**src/rtl/spi_peripheral_if.sv**
```systemverilog
// Byte-wide device side plus SPI pin side of the SPI responder.
// The slave modport is the peripheral's view; the master modport is the view of whoever drives it.
interface spi_peripheral_if;
  logic [2:0] i_config;
  logic [7:0] i_tx;
  logic       i_tx_valid;
  logic       o_tx_ready;
  logic [7:0] o_rx;
  logic       o_rx_valid;
  logic       o_busy;
  logic       i_sclk;
  logic       i_cs_n;
  logic       i_copi;
  logic       o_cipo;
  logic       o_cipo_en;

  modport slave (
    input  i_config, i_tx, i_tx_valid, i_sclk, i_cs_n, i_copi,
    output o_tx_ready, o_rx, o_rx_valid, o_busy, o_cipo, o_cipo_en
  );

  modport master (
    output i_config, i_tx, i_tx_valid, i_sclk, i_cs_n, i_copi,
    input  o_tx_ready, o_rx, o_rx_valid, o_busy, o_cipo, o_cipo_en
  );
endinterface

```
**src/rtl/spi_peripheral.sv**
```systemverilog
// SPI responder, modes 0-3, oversampling SCLK/CS_N/COPI in the i_clk domain.
// One TX holding register feeds the shift register at every byte start.
module spi_peripheral #(
  parameter int SYNC_STAGES = 2
) (
  input  logic              i_clk,
  input  logic              i_rst,
  spi_peripheral_if.slave   bus
);

  typedef enum logic [1:0] {ST_RESET, ST_IDLE, ST_LOAD, ST_SHIFT} state_t;

  state_t state_q, state_d;

  logic [SYNC_STAGES-1:0] sclk_sync_q, cs_sync_q, copi_sync_q;
  logic sclk_s, cs_s, copi_s;
  logic sclk_last_q, cs_last_q, copi_q;
  logic rise_q, fall_q, cs_fall_q, cs_rise_q;

  logic [1:0] mode_q, mode_d;
  logic [7:0] tx_hold_q, tx_hold_d;
  logic       tx_full_q, tx_full_d;
  logic [7:0] tx_sh_q, tx_sh_d;
  logic [6:0] rx_sh_q, rx_sh_d;
  logic [2:0] bit_cnt_q, bit_cnt_d;
  logic [7:0] rx_q, rx_d;
  logic       rx_valid_q, rx_valid_d;
  logic       cipo_q, cipo_d;

  logic cpol, cpha, lead_edge, trail_edge, sample_edge, drive_edge;

  assign sclk_s = sclk_sync_q[SYNC_STAGES-1];
  assign cs_s   = cs_sync_q[SYNC_STAGES-1];
  assign copi_s = copi_sync_q[SYNC_STAGES-1];

  // Edge events are registered so every pin edge reaches the FSM a fixed SYNC_STAGES+1 cycles later
  always_ff @(posedge i_clk) begin
    if (i_rst) begin
      sclk_sync_q <= '0;
      cs_sync_q   <= '1;
      copi_sync_q <= '0;
      sclk_last_q <= 1'b0;
      cs_last_q   <= 1'b1;
      copi_q      <= 1'b0;
      rise_q      <= 1'b0;
      fall_q      <= 1'b0;
      cs_fall_q   <= 1'b0;
      cs_rise_q   <= 1'b0;
    end else begin
      sclk_sync_q <= {sclk_sync_q[SYNC_STAGES-2:0], bus.i_sclk};
      cs_sync_q   <= {cs_sync_q[SYNC_STAGES-2:0], bus.i_cs_n};
      copi_sync_q <= {copi_sync_q[SYNC_STAGES-2:0], bus.i_copi};
      sclk_last_q <= sclk_s;
      cs_last_q   <= cs_s;
      copi_q      <= copi_s;
      rise_q      <= sclk_s & ~sclk_last_q;
      fall_q      <= ~sclk_s & sclk_last_q;
      cs_fall_q   <= ~cs_s & cs_last_q;
      cs_rise_q   <= cs_s & ~cs_last_q;
    end
  end

  assign cpol        = mode_q[1];
  assign cpha        = mode_q[0];
  assign lead_edge   = cpol ? fall_q : rise_q;
  assign trail_edge  = cpol ? rise_q : fall_q;
  assign sample_edge = cpha ? trail_edge : lead_edge;
  assign drive_edge  = cpha ? lead_edge : trail_edge;

  always_comb begin
    state_d    = state_q;
    mode_d     = mode_q;
    tx_hold_d  = tx_hold_q;
    tx_full_d  = tx_full_q;
    tx_sh_d    = tx_sh_q;
    rx_sh_d    = rx_sh_q;
    bit_cnt_d  = bit_cnt_q;
    rx_d       = rx_q;
    rx_valid_d = 1'b0;
    cipo_d     = cipo_q;

    if (bus.i_tx_valid && !tx_full_q) begin
      tx_hold_d = bus.i_tx;
      tx_full_d = 1'b1;
    end

    case (state_q)
      ST_RESET: begin
        cipo_d  = 1'b0;
        state_d = ST_IDLE;
      end
      ST_IDLE: begin
        cipo_d    = 1'b0;
        bit_cnt_d = 3'd0;
        if (bus.i_config[0]) mode_d = bus.i_config[2:1];
        if (cs_fall_q) state_d = ST_LOAD;
      end
      ST_LOAD: begin
        tx_sh_d   = tx_full_q ? tx_hold_q : 8'h00;
        cipo_d    = tx_full_q ? tx_hold_q[7] : 1'b0;
        if (tx_full_q) tx_full_d = 1'b0;
        bit_cnt_d = 3'd0;
        state_d   = ST_SHIFT;
      end
      ST_SHIFT: begin
        if (sample_edge) begin
          if (bit_cnt_q == 3'd7) begin
            rx_d       = {rx_sh_q, copi_q};
            rx_valid_d = 1'b1;
            state_d    = ST_LOAD;
          end else begin
            rx_sh_d   = {rx_sh_q[5:0], copi_q};
            bit_cnt_d = bit_cnt_q + 3'd1;
          end
        end else if (drive_edge) begin
          // With no sample yet in this byte the drive edge either re-drives bit 7 (CPHA=1)
          // or is the tail of the previous byte's last bit (CPHA=0) and must not shift.
          if (bit_cnt_q == 3'd0) begin
            if (cpha) cipo_d = tx_sh_q[7];
          end else begin
            tx_sh_d = {tx_sh_q[6:0], 1'b0};
            cipo_d  = tx_sh_q[6];
          end
        end
      end
      default: state_d = ST_IDLE;
    endcase

    if (cs_rise_q && (state_q == ST_LOAD || state_q == ST_SHIFT)) begin
      state_d   = ST_IDLE;
      bit_cnt_d = 3'd0;
      cipo_d    = 1'b0;
    end
  end

  always_ff @(posedge i_clk) begin
    if (i_rst) begin
      state_q    <= ST_RESET;
      mode_q     <= 2'd0;
      tx_hold_q  <= 8'h00;
      tx_full_q  <= 1'b0;
      tx_sh_q    <= 8'h00;
      rx_sh_q    <= 7'h00;
      bit_cnt_q  <= 3'd0;
      rx_q       <= 8'h00;
      rx_valid_q <= 1'b0;
      cipo_q     <= 1'b0;
    end else begin
      state_q    <= state_d;
      mode_q     <= mode_d;
      tx_hold_q  <= tx_hold_d;
      tx_full_q  <= tx_full_d;
      tx_sh_q    <= tx_sh_d;
      rx_sh_q    <= rx_sh_d;
      bit_cnt_q  <= bit_cnt_d;
      rx_q       <= rx_d;
      rx_valid_q <= rx_valid_d;
      cipo_q     <= cipo_d;
    end
  end

  assign bus.o_tx_ready = ~tx_full_q;
  assign bus.o_rx       = rx_q;
  assign bus.o_rx_valid = rx_valid_q;
  assign bus.o_busy     = ~cs_last_q;
  assign bus.o_cipo     = cipo_q;
  assign bus.o_cipo_en  = ~cs_last_q && (state_q == ST_LOAD || state_q == ST_SHIFT);

endmodule

```
**src/flat_wrapper.sv**
```systemverilog
// flat-port wrapper written by rule: the top's interface ports become plain ports
module spi_peripheral_flat 
#(
  parameter int SYNC_STAGES = 2
)
  (i_clk, i_rst, bus_i_config, bus_i_tx, bus_i_tx_valid, bus_i_sclk, bus_i_cs_n, bus_i_copi, bus_o_tx_ready, bus_o_rx, bus_o_rx_valid, bus_o_busy, bus_o_cipo, bus_o_cipo_en);
  spi_peripheral_if bus_i ();
  input  logic i_clk;
  input  logic i_rst;
  input wire logic [$bits(bus_i.i_config)-1:0] bus_i_config;
  input wire logic [$bits(bus_i.i_tx)-1:0] bus_i_tx;
  input wire logic [$bits(bus_i.i_tx_valid)-1:0] bus_i_tx_valid;
  input wire logic [$bits(bus_i.i_sclk)-1:0] bus_i_sclk;
  input wire logic [$bits(bus_i.i_cs_n)-1:0] bus_i_cs_n;
  input wire logic [$bits(bus_i.i_copi)-1:0] bus_i_copi;
  output wire logic [$bits(bus_i.o_tx_ready)-1:0] bus_o_tx_ready;
  output wire logic [$bits(bus_i.o_rx)-1:0] bus_o_rx;
  output wire logic [$bits(bus_i.o_rx_valid)-1:0] bus_o_rx_valid;
  output wire logic [$bits(bus_i.o_busy)-1:0] bus_o_busy;
  output wire logic [$bits(bus_i.o_cipo)-1:0] bus_o_cipo;
  output wire logic [$bits(bus_i.o_cipo_en)-1:0] bus_o_cipo_en;
  assign bus_i.i_config = bus_i_config;
  assign bus_i.i_tx = bus_i_tx;
  assign bus_i.i_tx_valid = bus_i_tx_valid;
  assign bus_i.i_sclk = bus_i_sclk;
  assign bus_i.i_cs_n = bus_i_cs_n;
  assign bus_i.i_copi = bus_i_copi;
  assign bus_o_tx_ready = bus_i.o_tx_ready;
  assign bus_o_rx = bus_i.o_rx;
  assign bus_o_rx_valid = bus_i.o_rx_valid;
  assign bus_o_busy = bus_i.o_busy;
  assign bus_o_cipo = bus_i.o_cipo;
  assign bus_o_cipo_en = bus_i.o_cipo_en;
  spi_peripheral #(.SYNC_STAGES(SYNC_STAGES)) u_core (.i_clk(i_clk), .i_rst(i_rst), .bus(bus_i));
endmodule
```
**config.mk**
```make
export PLATFORM = sky130hd
export DESIGN_NAME = spi_peripheral_flat
export DESIGN_NICKNAME = d
export VERILOG_FILES = /design/src/rtl/spi_peripheral_if.sv /design/src/rtl/spi_peripheral.sv /design/src/flat_wrapper.sv
export SDC_FILE = /design/constraint.sdc
export NUM_CORES = 1
export LEC_CHECK = 0
export BUFFER_PORTS_ARGS = -buffer_cell sky130_fd_sc_hd__buf_2
export CAP_MARGIN = 5
export CORE_AREA = 2 2 71 80
export DETAILED_ROUTE_END_ITERATION = 8
export DIE_AREA = 0 0 73 82
export SLEW_MARGIN = 5
export SYNTH_ARGS = -nofsm -noshare
export SYNTH_HDL_FRONTEND = slang
export SYNTH_SLANG_ARGS = --single-unit
```
**constraint.sdc**
```tcl
create_clock -name i_clk -period 2.3 [get_ports i_clk]
set_input_delay 0.23 -clock i_clk [delete_from_list [all_inputs] [get_ports i_clk]]
set_output_delay 0.23 -clock i_clk [all_outputs]
set_load 0.05 [all_outputs]
```
==> impl_metrics.json, run 1 <==
{
  "status": "finished, final reports clean",
  "synth_area_per_cell_um2": 9.65,
  "p_per_area_nw_per_um2": 627,
  "max_freq_mhz": 555,
  "syn_nets": 258,
  "syn_area_um2": 2290,
  "num_vias": 1761,
  "die_y_um": 82,
  "synth_top_area_cell": "dfxtp_1",
  "yosys.area_share.simple": 0.215,
  "finClkSkew_ns": 0.00425,
  "fin_util": 0.500,
  "cts_buffer_depth": 2,
  "first_pass_iters": 5,
  "netSwitchingFraction": 0.234,
  "clk_pin_slew_ns": 0.09,
  "peakVddDrop_mv": 0.331,
  "post-place-ws_ns": 0.569,
  "wl_met1_mm": 2.13,
  "critPathCaptureType": "flop",
  "power_leakage_nw": 1.05,
  "worst-setup-path-type": "flop to flop",
  "cp_max_fo": 14,
  "required_ns": 2.53,
  "tightest_slew_ns": 0.435,
  "synth_area_leaders": "dfxtp_1 (47%), mux2i_1 (12%), nor2_1 (5.3%)",
  "ioPinCount": 30,
  "vias_per_cell": 5.35,
  "dpl.cell_count": 321,
  "slowest_stage": "or4_1",
  "numCtsBuffers": 5,
  "final_antenna_net_count": 0,
  "drv_cap": 0,
  "crit_arrival_ns": 2.04,
  "nNetsFinal": 289,
  "yosys.area.top_type_share": 0.473,
  "dpl_cell_area_um2": 2510,
  "switching_power_mw": 0.383,
  "cts-root-buf": "clkbuf_8",
  "synth.most_common_cell": "dfxtp_1",
  "synth_common_cells": "dfxtp_1 (54), nor2_1 (32), mux2i_1 (28)",
  "p_clk_frac": 0.338,
  "htreeDepth": 2,
  "worst_setup_path_start_kind": "flop",
  "grt_start_max_net_pins": 37,
  "instances_no_fill": 329,
  "crit_path_max_incr_delay_ns": 0.48,
  "remaining_drc_errors": 0,
  "fp.dieW_um": 73,
  "total_power_mw": 1.64,
  "port_buffers": 29,
  "timing_hold_violations_final": 0,
  "rows": 28,
  "rsz0062_at_grt": "no",
  "hold_ws_ns": 0.105,
  "initial_core_util": 0.438,
  "crit_family": "simple AND/OR/NAND/NOR gates",
  "post-route-min-period_ns": 1.80,
  "drt-initial-drc-count": 97,
  "drive_above_1_share": 0.201,
  "synth.distinct_cells": 37,
  "synth_top_family_by_area": "simple AND/OR/NAND/NOR gates",
  "synth_cells": 237,
  "synthMuxAreaShare": 0.139,
  "setup_viol": 0,
  "grt_pass1_wl_mm": 7.46,
  "seq_power_share": 0.593,
  "seq_area_frac_synth": 0.473,
  "synth_edf_count": 0,
  "synthAdderAreaFrac": 0.0219,
  "cts_tree": "yes",
  "wl_met3_um": 154,
  "die_area_um2": 5990,
  "cts_setup_buffers": 0,
  "async_flop_share": 0,
  "p_comb_frac": 0.068,
  "critical_path_buf_inv_count": 2,
  "highest_layer": "met4",
  "gp_congestion": 0.739,
  "internal-power_mw": 1.25,
  "synth_ff_type": "dfxtp_1",
  "period_share": 0.784,
  "min_path_type": "input port to flop",
  "grtUsageTotal": 0.158,
  "cts_sinks": 54,
  "hpwl_mm": 2.91,
  "synth-xor-area-share": 0.0120,
  "core_um2": 5220,
  "grt_overflow": 0,
  "postCtsHoldBufs": 0,
  "wirelength_mm": 4.34,
  "crit_path_cell_trace": "inv_1, ha_1, nand2b_1, o21ai_0, buf_4, or4_1, a21oi_1",
  "synth_seq_cells": 54,
  "diodes": 0,
  "final_cell_area_um2": 2610,
  "setup_tns_ns": 0,
  "drv_slew": 0,
  "max-slew-margin-rel": 0.702,
  "layout_setup_ws_ns": 0.497,
  "synth-compound-area-share": 0.0979,
  "cts.repair.resized": 0,
  "worst_skew_pair.late_latency_ns": 0.30,
  "routedWlPerCell_um": 13.2,
  "syn_to_final_growth_pct": 14.1,
  "antenna_found_initial": 0,
  "first_global_vias": 1660,
  "synth_warnings": 0,
  "met2_length_mm": 2.00
}
-- power by group through the flow --
| stage | sequential (mW) | combinational, mW | clock, mW |
|---|---|---|---|
| floorplan | 0.987 | 0.0831 | 0 |
| global placement | 0.993 | 0.112 | 0 |
| detailed placement | 0.994 | 0.112 | 0 |
| CTS | 0.972 | 0.112 | 0.580 |
| global route | 0.975 | 0.124 | 0.613 |
| finish | 0.972 | 0.111 | 0.554 |
-- layer usage --
layer	global-route usage	vias up
li1	-	901
met1	0.207	819
met2	0.256	36
met3	0.0319	5
met4	0.0556	0
met5	0	-
-- path summary, 6_finish.rpt --
check | startpoint | to | slack (ns) | depth (start not counted)
worst max-delay path | u_core.bit_cnt_q[0]$_SDFFE_PP0P_ | u_core.tx_sh_q[2]$_SDFFE_PP0P_ | 0.50 | 7
worst min register to register | u_core.sclk_last_q$_SDFF_PP0_ | u_core.rise_q$_SDFF_PP0_ | 0.41 | 1
worst min-delay path | bus_i_cs_n | u_core.cs_sync_q[0]$_SDFF_PP1_ | 0.10 | 2
worst max register to register | u_core.bit_cnt_q[0]$_SDFFE_PP0P_ | u_core.tx_sh_q[2]$_SDFFE_PP0P_ | 0.50 | 7
-- area by class of cell --
cell class | count | area (µm²)
clock buffers | 7 | 86.3
clock inverters | 1 | 8.76
fillers | 492 | 2610
inverters | 7 | 26.3
multi-input cells | 161 | 1110
flip-flops and latches | 54 | 1080
well taps | 60 | 75.1
repair buffers | 39 | 220
-- logic make-up (layout without fill, tap and decap cells) --
family                     count (synthesis)  count (layout)
adders and majority gates                  4               4
buffers and inverters                     22              54
muxes                                     31              31
DFF                                       54              54
and+or+nand+nor                           90              90
AOI/OAI and AO/OA                         35              35
xor gates and xnor gates                   1               1
-- state kept, by name (all words and copies together), names as in the netlist --
name                   flops
u_core.cs_fall_q           1
u_core.state_q             2
u_core.bus.o_rx_valid      1
u_core.cs_rise_q           1
u_core.copi_q              1
u_core.tx_sh_q             8
u_core.fall_q              1
u_core.rx_sh_q             7
u_core.cs_last_q           1
u_core.cs_sync_q           2
u_core.bit_cnt_q           3
u_core.sclk_last_q         1
u_core.bus.o_cipo          1
u_core.mode_q              2
u_core.bus.o_rx            8
u_core.rise_q              1
u_core.tx_full_q           1
u_core.tx_hold_q           8
u_core.copi_sync_q         2
u_core.sclk_sync_q         2
-- layout by cell type (no fill, tap or decap), drive strengths merged --
cell type   n
dfxtp      54
buf        39
nor2       32
mux2i      30
nor2b      11
a21oi      10
o31ai       9
a31oi       8
inv         8
or4         7
clkbuf      7
nand2       6
and3        6
nand3       5
nand2b      4
ha          4
nor3        3
or2         3
nand4       3
nor3b       3
o21ai       2
nand4b      2
nand3b      2
xnor2       1
nor4b       1
a21o        1
and2        1
a211oi      1
mux2        1
o21a        1
o211ai      1
o22ai       1
o311a       1
or3         1
Note: power is estimated with default switching activity, not from simulation.
==> run 2: changes to the inputs <==
--- a/config.mk
+++ b/config.mk
@@ -5,11 +5,13 @@
 export SDC_FILE = /design/constraint.sdc
 export NUM_CORES = 1
 export LEC_CHECK = 0
+export ABC_AREA = 1
 export BUFFER_PORTS_ARGS = -buffer_cell sky130_fd_sc_hd__buf_2
 export CAP_MARGIN = 5
 export CORE_AREA = 2 2 71 80
 export DETAILED_ROUTE_END_ITERATION = 8
 export DIE_AREA = 0 0 73 82
+export PLACE_DENSITY = 0.66
 export SLEW_MARGIN = 5
 export SYNTH_ARGS = -nofsm -noshare
 export SYNTH_HDL_FRONTEND = slang
==> constraint.sdc (replaced) <==
create_clock -name i_clk -period 1.5 [get_ports i_clk]
set_input_delay 0.15 -clock i_clk [delete_from_list [all_inputs] [get_ports i_clk]]
set_output_delay 0.15 -clock i_clk [all_outputs]
set_load 0.05 [all_outputs]
==> run 2 against run 1 <==
Non-clock buffer count fell by 2. Synthesized cell count rose by 25%. Core utilization rose by 0.55 points. Clock power rose by 84%. First-iteration DRC count is 31% lower. Synthesized area decreased by 0.82%. Count of clock-buffer cells in the layout fell by 1. Critical path type unchanged. Largest power group unchanged. Highest routed layer unchanged.
==> impl_metrics.json, run 2 <==
{
  "status": "finished, final reports clean",
  "synth_warnings": 0,
  "crit_arrival_ns": 1.64,
  "remaining_drc_errors": 0,
  "finClkSkew_ns": 0.00974,
  "synth_seq_cells": 54,
  "critPathCaptureType": "flop",
  "fin_util": 0.506,
  "async_flop_share": 0,
  "htreeDepth": 2,
  "worst_skew_pair.late_latency_ns": 0.30,
  "setup_viol": 0,
  "period_share": 0.931,
  "instances_no_fill": 390,
  "use_met1": 0.208,
  "crit_family": "simple AND/OR/NAND/NOR gates",
  "crit_path_cell_trace": "inv_1, ha_1, nand2_2, nor2_1, nor2_4, nand3_4, nand2_1, nand2_1, nor2_1",
  "synth_area_leaders": "dfxtp_1 (48%), nand2_1 (9.9%), a21oi_1 (7.1%)",
  "use_met3": 0.0294,
  "max_freq_mhz": 716,
  "tightest_slew_ns": 0.508,
  "synth.most_common_cell": "nand2_1",
  "dpl_cell_area_um2": 2470,
  "ioPinCount": 30,
  "rsz0062_at_grt": "yes",
  "synth_edf_count": 0,
  "min_path_type": "input port to flop",
  "crit_path_max_incr_delay_ns": 0.34,
  "worstReg2RegStart": "u_core.bit_cnt_q[0]$_SDFFE_PP0P_",
  "final_antenna_net_count": 0,
  "cts_setup_buffers": 0,
  "drv_cap": 0,
  "required_ns": 1.74,
  "drive_above_1_share": 0.215,
  "synth.distinct_cells": 26,
  "port_buffers": 29,
  "routedWlPerCell_um": 11.0,
  "post-route-min-period_ns": 1.40,
  "syn_nets": 317,
  "core_um2": 5220,
  "rows": 28,
  "first_pass_iters": 4,
  "worst-setup-path-type": "flop to flop",
  "worst_setup_path_start_kind": "flop",
  "wirelength_mm": 4.31,
  "final_cell_area_um2": 2640,
  "cts_sinks": 54,
  "drv_slew": 0,
  "first_global_vias": 1675,
  "worstHoldStart": "bus_i_cs_n",
  "cts_tree": "yes",
  "final_common_cell": "nand2_1",
  "initial_core_util": 0.435,
  "vias_per_cell": 4.85,
  "synth_ff_type": "dfxtp_1",
  "critical_path_buf_inv_count": 1,
  "synth_top_area_cell": "dfxtp_1",
  "grt_overflow": 0,
  "p_per_area_nw_per_um2": 1020,
  "yosys.area.top_type_share": 0.477,
  "numCtsBuffers": 5,
  "drt-initial-drc-count": 67,
  "die_area_um2": 5990,
  "fp.dieW_um": 73,
  "gp_congestion": 0.781,
  "syn_to_final_growth_pct": 16.3,
  "diodes": 0,
  "synth_area_per_cell_um2": 7.66,
  "clk_pin_slew_ns": 0.09,
  "antenna_found_initial": 0,
  "final_cell_mix": "nand2_1 (58), dfxtp_1 (51), inv_1 (34), nor2_1 (34), a21oi_1 (31)",
  "cp-startpoint": "u_core.bit_cnt_q[0]$_SDFFE_PP0P_",
  "grtUsageTotal": 0.155,
  "dpl.cell_count": 381,
  "die_y_um": 82,
  "slowest_stage": "dfxtp_2",
  "num_vias": 1892,
  "synth_common_cells": "nand2_1 (60), dfxtp_1 (54), inv_1 (35)",
  "grt_start_max_net_pins": 22,
  "cts-root-buf": "clkbuf_8",
  "layout_setup_ws_ns": 0.103,
  "power_leakage_nw": 1.20,
  "grt_pass1_wl_mm": 7.42,
  "grt_util_met2": 0.248,
  "seq_area_frac_synth": 0.477,
  "post-place-ws_ns": 0.00257,
  "synth_cells": 296,
  "cp_max_fo": 7,
  "busiest_layer": "met2",
  "hpwl_mm": 3.05,
  "peakVddDrop_mv": 0.549,
  "cts_buffer_depth": 2,
  "syn_area_um2": 2270,
  "nNetsFinal": 350,
  "max-slew-margin-rel": 0.661,
  "timing_hold_violations_final": 0
}
[run 2: cell types whose count changed in the layout (fill, tap and decap cells not counted), sizes merged, moves of 9 or more]
cell,change
nand3,+14
a21oi,+23
inv,+31
o21ai,+14
mux2i,-30
o31ai,-9
nor2b,-11
nand2,+58
[run 2: worst register-to-register path, stage by stage, from the launching register on]
cell	delay, ns
dfxtp_2	0.34
inv_1	0.06
ha_1	0.20
nand2_2	0.08
nor2_1	0.08
nor2_4	0.19
nand3_4	0.14
nand2_1	0.09
nand2_1	0.05
nor2_1	0.11
[run 2: path summary, 6_finish.rpt]
check                                      to  slack [ns]  depth (start not counted)
min reg2reg  u_core.sclk_sync_q[1]$_SDFF_PP0_        0.41                          2
max reg2reg    u_core.tx_sh_q[4]$_SDFFE_PP0P_        0.10                          9
max            u_core.tx_sh_q[4]$_SDFFE_PP0P_        0.10                          9
min            u_core.cs_sync_q[0]$_SDFF_PP1_        0.03                          2
[run 2: final cells by class]
type	instances	area, µm²
inverter	39	150
multi-input combinational	192	987
tap	60	75.1
timing repair buffer	37	220
clock inverter	2	38.8
fill	517	2580
clock buffer	6	82.6
sequential	54	1080
[run 2: logic make-up (layout without fill, tap and decap cells)]
kind of cell    count (synthesis)  count (layout)  synth area share
buf+inv                        51              84             0.105
simple gates                  135             136             0.277
compound gates                 52              52             0.119
fa+ha+maj                       4               4            0.0221
flops                          54              54             0.477
[run 2: through the flow]
step	total power [mW]	hold WS, ns	TNS (ns)
after floorplan	1.66	0.254	0
after global placement	1.71	0.344	0
after detailed placement	1.72	0.347	0
after CTS	2.73	0.0181	0
after global routing	2.83	0.0270	-0.117
final	2.70	0.0280	0
[run 2: power breakdown]
group / total [mW] / switching, mW / leakage, nW / internal [mW]
sequential: 1.49 / 0.0208 / 0.441 / 1.47
combinational: 0.192 / 0.122 / 0.698 / 0.0695
clock: 1.02 / 0.467 / 0.0618 / 0.549
[run 2: timing repair]
action / 4_1_cts / 5_1_grt
resized for setup: 1 / 11
gates cloned: 0 / 1
hold buffers: 0 / 0
pin swaps: 0 / 4
setup endpoints to repair: 6 / 19
[run 2: layer usage]
layer,part of all wire,wire length (µm),up-vias
met1,0.49,2100,835
met2,0.47,2020,42
met4,0.011,46,0
met3,0.033,141,4
li1,-,-,1011
met5,0,0,-
==> run 3: changes to the inputs <==
--- a/config.mk
+++ b/config.mk
@@ -11,7 +11,6 @@
 export CORE_AREA = 2 2 71 80
 export DETAILED_ROUTE_END_ITERATION = 8
 export DIE_AREA = 0 0 73 82
-export PLACE_DENSITY = 0.66
 export SLEW_MARGIN = 5
 export SYNTH_ARGS = -nofsm -noshare
 export SYNTH_HDL_FRONTEND = slang
==> constraint.sdc (replaced) <==
create_clock -name i_clk -period 1.65 [get_ports i_clk]
set_input_delay 0.165 -clock i_clk [delete_from_list [all_inputs] [get_ports i_clk]]
set_output_delay 0.165 -clock i_clk [all_outputs]
set_load 0.05 [all_outputs]
==> run 3 against run 2 <==
Fmax fell by 3.4%. Total power fell by 17%. Hold slack improved by 0.021 ns. Critical path type unchanged. Critical endpoint is now u_core.tx_sh_q[6]$_SDFFE_PP0P_.
==> impl_metrics.json, run 3 (synthesis results as in run 2) <==
{
  "status": "finished, final reports clean",
  "cts_sinks": 54,
  "peakVddDrop_mv": 0.566,
  "wirelength_mm": 4.19,
  "p_clk_frac": 0.324,
  "grt_start_max_net_pins": 22,
  "fp.dieW_um": 73,
  "postCtsHoldBufs": 0,
  "power_leakage_nw": 1.17,
  "grtUsageTotal": 0.155,
  "core_um2": 5220,
  "clk_pin_slew_ns": 0.09,
  "cts_buffer_depth": 2,
  "p_comb_frac": 0.072,
  "htreeDepth": 2,
  "numCtsBuffers": 5,
  "regArea_um2": 1080,
  "worst-setup-path-type": "flop to flop",
  "drt-initial-drc-count": 70,
  "first_pass_iters": 4,
  "drv_cap": 0,
  "max-slew-margin-rel": 0.662,
  "die_y_um": 82,
  "drv_slew": 0,
  "worst_skew_pair.late_latency_ns": 0.30,
  "final_common_cell": "nand2_1",
  "setup_tns_ns": 0,
  "cts-root-buf": "clkbuf_8",
  "p_per_area_nw_per_um2": 884,
  "hold_ws_ns": 0.0487,
  "critPathCaptureType": "flop",
  "vias_per_cell": 4.74,
  "grt_pass1_wl_mm": 7.38,
  "final_cell_mix": "nand2_1 (60), dfxtp_1 (54), inv_1 (35)",
  "initial_core_util": 0.435,
  "seq_power_share": 0.604,
  "required_ns": 1.84,
  "gp_congestion": 0.707,
  "routedWlPerCell_um": 10.8,
  "finClkSkew_ns": 0.0126,
  "worst_setup_path_start_kind": "flop",
  "first_global_vias": 1736,
  "port_buffers": 29,
  "nNetsFinal": 348,
  "antenna_found_initial": 0,
  "rows": 28,
  "fillers": 540,
  "final_antenna_net_count": 0,
  "syn_to_final_growth_pct": 12.2,
  "switching_power_mw": 0.547,
  "cp_max_fo": 14,
  "internal-power_mw": 1.70,
  "timing_hold_violations_final": 0,
  "post-route-min-period_ns": 1.45,
  "max_freq_mhz": 692,
  "ioPinCount": 30,
  "netSwitchingFraction": 0.243,
  "drive_above_1_share": 0.183,
  "diodes": 0,
  "cts_tree": "yes",
  "num_vias": 1838,
  "min_path_type": "input port to flop",
  "hpwl_mm": 3.08,
  "grt_overflow": 0,
  "tightest_slew_ns": 0.506,
  "period_share": 0.876,
  "setup_viol": 0,
  "rsz0062_at_grt": "no",
  "die_area_um2": 5990,
  "multiInputGateArea_um2": 956,
  "r2r_slack_ns": 0.20,
  "remaining_drc_errors": 0,
  "crit_arrival_ns": 1.64
}
[run 3: changes by cell type in the layout (fill, tap and decap cells not counted), sizes merged]
cell	previous run	this run
clkbuf	7	6
nand3	19	18
bufinv	1	0
clkinv	0	1
[run 3: final cells by class]
class	count	share of cell area
inverters	39	0.0575
multi-input cells	191	0.376
clock inverters	2	0.00639
well taps	60	0.0295
repair buffers	36	0.0777
clock buffers	6	0.0285
flip-flops and latches	54	0.425
[run 3: metal layers]
layer,vias up,track usage,wire [µm],share of wire
li1,1005,-,-,-
met1,799,0.179,1910,0.46
met2,32,0.282,2090,0.50
met3,2,0.0380,152,0.036
met4,0,0.0389,25,0.0060
met5,-,0,0,0
[run 3: worst paths after layout]
check                                                 startpoint                        endpoint  cells after the start
worst max-delay path            u_core.bit_cnt_q[0]$_SDFFE_PP0P_  u_core.tx_sh_q[6]$_SDFFE_PP0P_                      8
worst min-delay path                                  bus_i_cs_n  u_core.cs_sync_q[0]$_SDFF_PP1_                      2
worst max register to register  u_core.bit_cnt_q[0]$_SDFFE_PP0P_  u_core.tx_sh_q[6]$_SDFFE_PP0P_                      8
worst min register to register  u_core.copi_sync_q[1]$_SDFF_PP0_        u_core.copi_q$_SDFF_PP0_                      2
[run 3: what timing repair did]
item                       in CTS  in global routing
buffers inserted                0                  0
setup endpoints to repair       0                  7
gates resized for setup         0                  1
[run 3: worst max-delay path, cell delays in order (launching register included)]
cell	delay (ns)
dfxtp_1	0.34
inv_1	0.07
ha_1	0.19
nand2_1	0.10
nor2_1	0.07
nor2_2	0.17
nand3_4	0.19
a21oi_1	0.17
nor2_1	0.05
[run 3: power groups by stage]
stage,sequential (mW),clock [mW],combinational [mW]
floorplan,1.38,0,0.125
global placement,1.39,0,0.164
detailed placement,1.39,0,0.165
CTS,1.36,0.759,0.165
global route,1.36,0.819,0.190
finish,1.36,0.728,0.163
[run 3: per-stage QoR]
stage / worst slack, ns / area, µm² / total power [mW] / util / std cells
4_1_cts: 0.115 / 2540 / 2.28 / 0.486 / 388
5_1_grt: 0.0282 / 2540 / 2.37 / 0.488 / 388
6_report: 0.204 / 2540 / 2.25 / 0.488 / 388
3_5_place_dp: 0.125 / 2450 / 1.55 / 0.469 / 380
3_3_place_gp: 0.184 / 2450 / 1.55 / 0.469 / 380
2_1_floorplan: 0.328 / 2270 / 1.51 / - / 296
